--- src/rtl/irq_notify_axil_master_if.sv ---
// AXI4-Lite bundle for the interrupt-notify master: master drives AW/W/AR and
// the B/R ready signals, slave answers with readies, responses and read data.
interface irq_notify_axil_master_if #(
  parameter int unsigned addr_width_p = 32,
  parameter int unsigned data_width_p = 32
);
  logic [addr_width_p-1:0]   awaddr;
  logic [2:0]                awprot;
  logic                      awvalid;
  logic                      awready;
  logic [data_width_p-1:0]   wdata;
  logic [data_width_p/8-1:0] wstrb;
  logic                      wvalid;
  logic                      wready;
  logic [1:0]                bresp;
  logic                      bvalid;
  logic                      bready;
  logic [addr_width_p-1:0]   araddr;
  logic [2:0]                arprot;
  logic                      arvalid;
  logic                      arready;
  logic [data_width_p-1:0]   rdata;
  logic [1:0]                rresp;
  logic                      rvalid;
  logic                      rready;

  modport master (
    output awaddr, awprot, awvalid, wdata, wstrb, wvalid, bready,
    output araddr, arprot, arvalid, rready,
    input  awready, wready, bresp, bvalid, arready, rdata, rresp, rvalid
  );

  modport slave (
    input  awaddr, awprot, awvalid, wdata, wstrb, wvalid, bready,
    input  araddr, arprot, arvalid, rready,
    output awready, wready, bresp, bvalid, arready, rdata, rresp, rvalid
  );
endinterface

--- src/rtl/irq_notify_axil_master.sv ---
// Forwards per-target interrupt level changes as single AXI4-Lite writes, one at a time.
// Optional IRQ_NOTIFY_RETRY_EN: an error response leaves the target pending so it is rewritten.
//
// state  | meaning
// IDLE   | no transaction; pick the next pending target round-robin
// SEND   | AW and W valids up, each drops on its own handshake
// WAIT_B | both channels accepted, bready high until the response
module irq_notify_axil_master #(
  parameter int unsigned num_targets_p     = 2,
  parameter int unsigned axil_data_width_p = 32,
  parameter int unsigned axil_addr_width_p = 32,
  parameter logic [axil_addr_width_p-1:0] base_addr_p = 'h30_b000,
  parameter int unsigned target_stride_p   = 4
) (
  input  logic                     clk_i,
  input  logic                     rst_ni,
  input  logic [num_targets_p-1:0] irq_i,
  irq_notify_axil_master_if.master m_axil,
  output logic                     busy_o,
  output logic                     err_o
);

  localparam int unsigned tgt_w_lp = (num_targets_p > 1) ? $clog2(num_targets_p) : 1;

  typedef enum logic [1:0] {IDLE, SEND, WAIT_B} state_e;

  state_e                         state_q;
  logic [num_targets_p-1:0]       irq_r;
  logic [num_targets_p-1:0]       sent_r;
  logic [num_targets_p-1:0]       pending;
  logic [tgt_w_lp-1:0]            rr_r;
  logic [tgt_w_lp-1:0]            sel_r;
  logic [tgt_w_lp-1:0]            pick_idx;
  logic [tgt_w_lp-1:0]            cand;
  logic                           pick_vld;
  logic                           lvl_r;
  logic                           awvalid_r;
  logic                           wvalid_r;
  logic                           bready_r;
  logic [axil_addr_width_p-1:0]   awaddr_r;
  logic [axil_data_width_p-1:0]   wdata_r;
  logic                           unused_axil;

  assign pending = irq_r ^ sent_r;

  // First pending target at or after the round-robin pointer.
  always_comb begin
    pick_vld = 1'b0;
    pick_idx = '0;
    cand     = '0;
    for (int unsigned k = 0; k < num_targets_p; k++) begin
      cand = tgt_w_lp'((32'(rr_r) + k) % num_targets_p);
      if (!pick_vld && pending[cand]) begin
        pick_vld = 1'b1;
        pick_idx = cand;
      end
    end
  end

  always_ff @(posedge clk_i or negedge rst_ni) begin
    if (!rst_ni) begin
      state_q   <= IDLE;
      irq_r     <= '0;
      sent_r    <= '0;
      rr_r      <= '0;
      sel_r     <= '0;
      lvl_r     <= 1'b0;
      awvalid_r <= 1'b0;
      wvalid_r  <= 1'b0;
      bready_r  <= 1'b0;
      awaddr_r  <= '0;
      wdata_r   <= '0;
      err_o     <= 1'b0;
    end else begin
      irq_r <= irq_i;
      case (state_q)
        IDLE: begin
          if (pick_vld) begin
            sel_r     <= pick_idx;
            lvl_r     <= irq_r[pick_idx];
            awaddr_r  <= base_addr_p + axil_addr_width_p'(32'(pick_idx) * target_stride_p);
            wdata_r   <= axil_data_width_p'(irq_r[pick_idx]);
            awvalid_r <= 1'b1;
            wvalid_r  <= 1'b1;
            rr_r      <= tgt_w_lp'((32'(pick_idx) + 32'd1) % num_targets_p);
            state_q   <= SEND;
          end
        end
        SEND: begin
          if (m_axil.awready) awvalid_r <= 1'b0;
          if (m_axil.wready)  wvalid_r  <= 1'b0;
          if ((!awvalid_r || m_axil.awready) && (!wvalid_r || m_axil.wready)) begin
            bready_r <= 1'b1;
            state_q  <= WAIT_B;
          end
        end
        WAIT_B: begin
          if (m_axil.bvalid) begin
            bready_r <= 1'b0;
`ifdef IRQ_NOTIFY_RETRY_EN
            if (m_axil.bresp == 2'b00) sent_r[sel_r] <= lvl_r;
`else
            sent_r[sel_r] <= lvl_r;
`endif
            if (m_axil.bresp != 2'b00) err_o <= 1'b1;
            state_q <= IDLE;
          end
        end
        default: state_q <= IDLE;
      endcase
    end
  end

  assign busy_o = (state_q != IDLE);

  assign m_axil.awaddr  = awaddr_r;
  assign m_axil.awprot  = 3'b000;
  assign m_axil.awvalid = awvalid_r;
  assign m_axil.wdata   = wdata_r;
  assign m_axil.wstrb   = '1;
  assign m_axil.wvalid  = wvalid_r;
  assign m_axil.bready  = bready_r;
  // Read channel is never used; rready stays high to swallow anything stray.
  assign m_axil.araddr  = '0;
  assign m_axil.arprot  = 3'b000;
  assign m_axil.arvalid = 1'b0;
  assign m_axil.rready  = 1'b1;

  assign unused_axil = ^{m_axil.arready, m_axil.rdata, m_axil.rresp, m_axil.rvalid};

endmodule

--- src/flat_wrapper.sv ---
// flat-port wrapper written by rule: the top's interface ports become plain ports
module irq_notify_axil_master_flat 
#(
  parameter int unsigned num_targets_p     = 2,
  parameter int unsigned axil_data_width_p = 32,
  parameter int unsigned axil_addr_width_p = 32,
  parameter logic [axil_addr_width_p-1:0] base_addr_p = 'h30_b000,
  parameter int unsigned target_stride_p   = 4
)
  (clk_i, rst_ni, irq_i, busy_o, err_o, m_axil_awaddr, m_axil_awprot, m_axil_awvalid, m_axil_wdata, m_axil_wstrb, m_axil_wvalid, m_axil_bready, m_axil_araddr, m_axil_arprot, m_axil_arvalid, m_axil_rready, m_axil_awready, m_axil_wready, m_axil_bresp, m_axil_bvalid, m_axil_arready, m_axil_rdata, m_axil_rresp, m_axil_rvalid);
  irq_notify_axil_master_if #(.addr_width_p(32), .data_width_p(32)) m_axil_i ();
  input  logic clk_i;
  input  logic rst_ni;
  input  logic [num_targets_p-1:0] irq_i;
  output logic busy_o;
  output logic err_o;
  output wire logic [$bits(m_axil_i.awaddr)-1:0] m_axil_awaddr;
  output wire logic [$bits(m_axil_i.awprot)-1:0] m_axil_awprot;
  output wire logic [$bits(m_axil_i.awvalid)-1:0] m_axil_awvalid;
  output wire logic [$bits(m_axil_i.wdata)-1:0] m_axil_wdata;
  output wire logic [$bits(m_axil_i.wstrb)-1:0] m_axil_wstrb;
  output wire logic [$bits(m_axil_i.wvalid)-1:0] m_axil_wvalid;
  output wire logic [$bits(m_axil_i.bready)-1:0] m_axil_bready;
  output wire logic [$bits(m_axil_i.araddr)-1:0] m_axil_araddr;
  output wire logic [$bits(m_axil_i.arprot)-1:0] m_axil_arprot;
  output wire logic [$bits(m_axil_i.arvalid)-1:0] m_axil_arvalid;
  output wire logic [$bits(m_axil_i.rready)-1:0] m_axil_rready;
  input wire logic [$bits(m_axil_i.awready)-1:0] m_axil_awready;
  input wire logic [$bits(m_axil_i.wready)-1:0] m_axil_wready;
  input wire logic [$bits(m_axil_i.bresp)-1:0] m_axil_bresp;
  input wire logic [$bits(m_axil_i.bvalid)-1:0] m_axil_bvalid;
  input wire logic [$bits(m_axil_i.arready)-1:0] m_axil_arready;
  input wire logic [$bits(m_axil_i.rdata)-1:0] m_axil_rdata;
  input wire logic [$bits(m_axil_i.rresp)-1:0] m_axil_rresp;
  input wire logic [$bits(m_axil_i.rvalid)-1:0] m_axil_rvalid;
  assign m_axil_awaddr = m_axil_i.awaddr;
  assign m_axil_awprot = m_axil_i.awprot;
  assign m_axil_awvalid = m_axil_i.awvalid;
  assign m_axil_wdata = m_axil_i.wdata;
  assign m_axil_wstrb = m_axil_i.wstrb;
  assign m_axil_wvalid = m_axil_i.wvalid;
  assign m_axil_bready = m_axil_i.bready;
  assign m_axil_araddr = m_axil_i.araddr;
  assign m_axil_arprot = m_axil_i.arprot;
  assign m_axil_arvalid = m_axil_i.arvalid;
  assign m_axil_rready = m_axil_i.rready;
  assign m_axil_i.awready = m_axil_awready;
  assign m_axil_i.wready = m_axil_wready;
  assign m_axil_i.bresp = m_axil_bresp;
  assign m_axil_i.bvalid = m_axil_bvalid;
  assign m_axil_i.arready = m_axil_arready;
  assign m_axil_i.rdata = m_axil_rdata;
  assign m_axil_i.rresp = m_axil_rresp;
  assign m_axil_i.rvalid = m_axil_rvalid;
  irq_notify_axil_master #(.num_targets_p(num_targets_p), .axil_data_width_p(axil_data_width_p), .axil_addr_width_p(axil_addr_width_p), .base_addr_p(base_addr_p), .target_stride_p(target_stride_p)) u_core (.clk_i(clk_i), .rst_ni(rst_ni), .irq_i(irq_i), .m_axil(m_axil_i), .busy_o(busy_o), .err_o(err_o));
endmodule
--- config.mk ---
export PLATFORM = sky130hd
export DESIGN_NAME = irq_notify_axil_master_flat
export DESIGN_NICKNAME = d
export VERILOG_FILES = /design/src/rtl/irq_notify_axil_master_if.sv /design/src/rtl/irq_notify_axil_master.sv /design/src/flat_wrapper.sv
export SDC_FILE = /design/constraint.sdc
export NUM_CORES = 1
export LEC_CHECK = 0
export BUFFER_PORTS_ARGS = -buffer_cell sky130_fd_sc_hd__buf_2
export CAP_MARGIN = 10
export CORE_ASPECT_RATIO = 1.75
export CORE_MARGIN = 5
export CORE_UTILIZATION = 31
export DETAILED_ROUTE_END_ITERATION = 16
export HOLD_SLACK_MARGIN = 0.08
export PLACE_DENSITY = 0.77
export SYNTH_ARGS = -nofsm -noshare
export SYNTH_HDL_FRONTEND = slang
export SYNTH_SLANG_ARGS = --single-unit
--- constraint.sdc ---
create_clock -name clk_i -period 1.2 [get_ports clk_i]
set_input_delay 0.12 -clock clk_i [delete_from_list [all_inputs] [get_ports clk_i]]
set_output_delay 0.12 -clock clk_i [all_outputs]
set_load 0.03 [all_outputs]
==> metrics.txt <==
status finished with violations; failing checks negative setup slack; post-route ant nets 0; later-pin clock latency in the skew report 0.24 ns; Vias 826; Syn Std Cell Area 0.00143 mm^2; setup ws final -0.0105 ns; number of vias per cell 3.34; Crit path arrival time 1.09 ns; grt ovf 0; GPL Wtd Cong 0.733; Clk pin slew, worst setup/hold paths 0.06 ns; CP Cell Sequence nor2_4, buf_6, inv_2, buf_6; Final setup viols 2; # rows 32; ant diodes 0; Die X 61.4 um; Synth Warn # 0; Worst path top cell family by delay flip-flops; distinct cell type count of the synthesized netlist 22; Top FF cell, synth dfrtp_1; Worst Skew 0.00490 ns; Non-Filler Instances 247; Inserted Clock Buffers 3; final period utilization 1.01; vias in the first global route 706; Pwr Total 2980 uW; cells taking the most area after synthesis buf_4 56%, dfrtp_1 24%, o21ai_0 2.1%, nand2_1 2.1%, nand2b_1 1.7%; wire per inst 8.99 um; critical path required time 1.08 ns; final WL 2220 um; Worst setup EP type output port; Setup WS pre-CTS -0.0349 ns; startpoint type of the worst setup path flip-flop; Placement Cell Area 0.00120 mm^2; initial antenna violation count 0; Layout Nets 242; # IOs 158; maximum ir drop on the vdd rail 1.33 mV; Final Max Slew Viols 0; HP Class primary input to flip-flop; Mapped Avg Cell Area 8.53 um^2; CP max stage delay 0.44 ns; share of post-route cells with drive strength above 1 0.235; worst path buffer plus inverter count 3; top cells by count, synth 107 x buf_4, 14 x dfrtp_1, 8 x nand2_1, 6 x o21ai_0, 5 x inv_1; TritonCTS clock tree yes; CP max-delay cell dfrtp_2; critical path type flip-flop to output port; drt first pass iters 3; Post-synth EDFFs 0; area delta synth->final -4.71%; Final Hold Viols 0; Synth area leader buf_4; fmax 826 MHz; RSZ-0062 raised after global routing yes; Initial Utilization 0.323; dpl hpwl 1910 um; largest net degree at the start of global routing 15; CTS max path bufs 2; Mapped Cells 168; CTS sink count 14; LEAKAGE 0.000762 uW; clk root buf clkbuf_8; Tot GR Track Use 0.0601; # port buffers 20; Final Critical Period 1.21 ns; core area 0.00444 mm^2; Max-Cap Viols 0; die area 0.00614 mm^2; synthesized flop and latch total 14; cell with the most instances after synthesis buf_4; P per Cell Area 2180 mW/mm^2; Async SR Flop Fraction 1.00; Die H 100 um; top cell type's share of synthesized area 0.560; crit-path max FO 4; H-tree level count 1; crit-path most repeated cell buf_6; sequential-to-total area share from yosys stat 0.244; first-pass GRT wire length 2800 um; detailed-route DRC error count 0; final instance area 0.00137 mm^2; initial DRC count 5; Placed Cells incl. Taps 236
[worst paths after layout]
check / from / end / slack [ns] / cells after the start
setup / recovery: u_core.state_q[0] / busy_o / -0.01 / 4
setup reg to reg: u_core.irq_r[1] / u_core.lvl_r / 0 / 4
hold / removal: m_axil_bresp[0] / u_core.err_o / 0.13 / 3
min in group asynchronous: rst_ni / u_core.lvl_r / 0.32 / 2
hold reg to reg: u_core.err_o / u_core.err_o / 0.46 / 1
max in group asynchronous: rst_ni / u_core.state_q[0] / 0.61 / 2
[flip-flops by register name (all words and copies together), names as in the netlist]
register,flops
u_core.err_o,1
u_core.irq_r,2
u_core.lvl_r,1
u_core.m_axil.awaddr,2
u_core.m_axil.awvalid,1
u_core.m_axil.bready,1
u_core.m_axil.wvalid,1
u_core.rr_r,1
u_core.sent_r,2
u_core.state_q,2
[repair_timing]
item,4_1_cts,5_1_grt
cloned,0,0
endpoints found under the setup margin,2,10
hold endpoints to repair,17,0
pin swaps,2,4
hold buffers,4,0
gates resized for setup,4,9
buffers inserted,2,1
[tightest hold or removal path: stages]
cell,delay (ns)
buf_2,0.07
o21ai_0,0.07
nand2b_1,0.07
[metal layers]
| layer | global-route usage | wire [um] | up-vias |
|---|---|---|---|
| li1 | - | - | 370 |
| met1 | 0.0683 | 624 | 366 |
| met2 | 0.103 | 1080 | 88 |
| met3 | 0.0154 | 498 | 2 |
| met4 | 0.0245 | 19 | 0 |
| met5 | 0 | 0 | - |
[cells by family (layout without fill, tap and decap cells)]
| family | after synthesis | after routing | share of synthesized area |
|---|---|---|---|
| buffers and inverters | 112 | 41 | 0.573 |
| multiplexers | 2 | 2 | 0.0157 |
| XOR/XNOR | 2 | 2 | 0.0175 |
| AO/OA/AOI/OAI | 14 | 14 | 0.0646 |
| AND/OR/NAND/NOR | 22 | 22 | 0.0794 |
| flip-flops | 14 | 14 | 0.244 |
| other | 2 | 101 | 0.00524 |
[stage by stage]
step	util	TNS, ns	hold slack [ns]
final	0.307	-0.0123	0.127
after global routing	0.307	-0.179	0.165
after CTS	0.298	-0.0231	0.128
after detailed placement	0.271	-0.0369	0.0523
after global placement	0.271	0	0.0334
after floorplan	-	0	-0.176
[final cells by class]
| cell class | instances | area, um^2 |
|---|---|---|
| Sequential cell | 14 | 352 |
| Timing Repair Buffer | 32 | 214 |
| Clock buffer | 4 | 55.1 |
| Multi-Input combinational cell | 141 | 663 |
| Inverter | 5 | 18.8 |
| Tap cell | 51 | 63.8 |
| Fill cell | 476 | 3080 |
[cells in the final DEF, fill, tap and decap left out]
| cell | n |
|---|---|
| buf_2 | 19 |
| dlygate4sd3_1 | 4 |
| nor3b_1 | 1 |
| a22oi_1 | 1 |
| a21oi_1 | 3 |
| dfrtp_1 | 13 |
| nand2b_1 | 4 |
| nand2_1 | 8 |
| buf_6 | 3 |
| dfrtp_2 | 1 |
| and2_1 | 2 |
| nor3_2 | 1 |
| conb_1 | 101 |
| buf_4 | 6 |
| nor2_2 | 1 |
| inv_1 | 3 |
| mux2_2 | 2 |
| nor2_4 | 1 |
| and2_4 | 1 |
| o21ai_0 | 6 |
| inv_2 | 2 |
| a221oi_2 | 1 |
| clkbuf_8 | 4 |
| o21ai_4 | 1 |
| o22ai_1 | 1 |
| nor2_1 | 3 |
| o41ai_2 | 1 |
| xor2_2 | 2 |
[report_power, final]
group          leakage (uW)  internal, uW  switching (uW)
combinational      0.000578           579            1090
sequential         0.000156           658             199
clock             0.0000288           290             161
No activity file was read; power rests on OpenSTA's default activity.
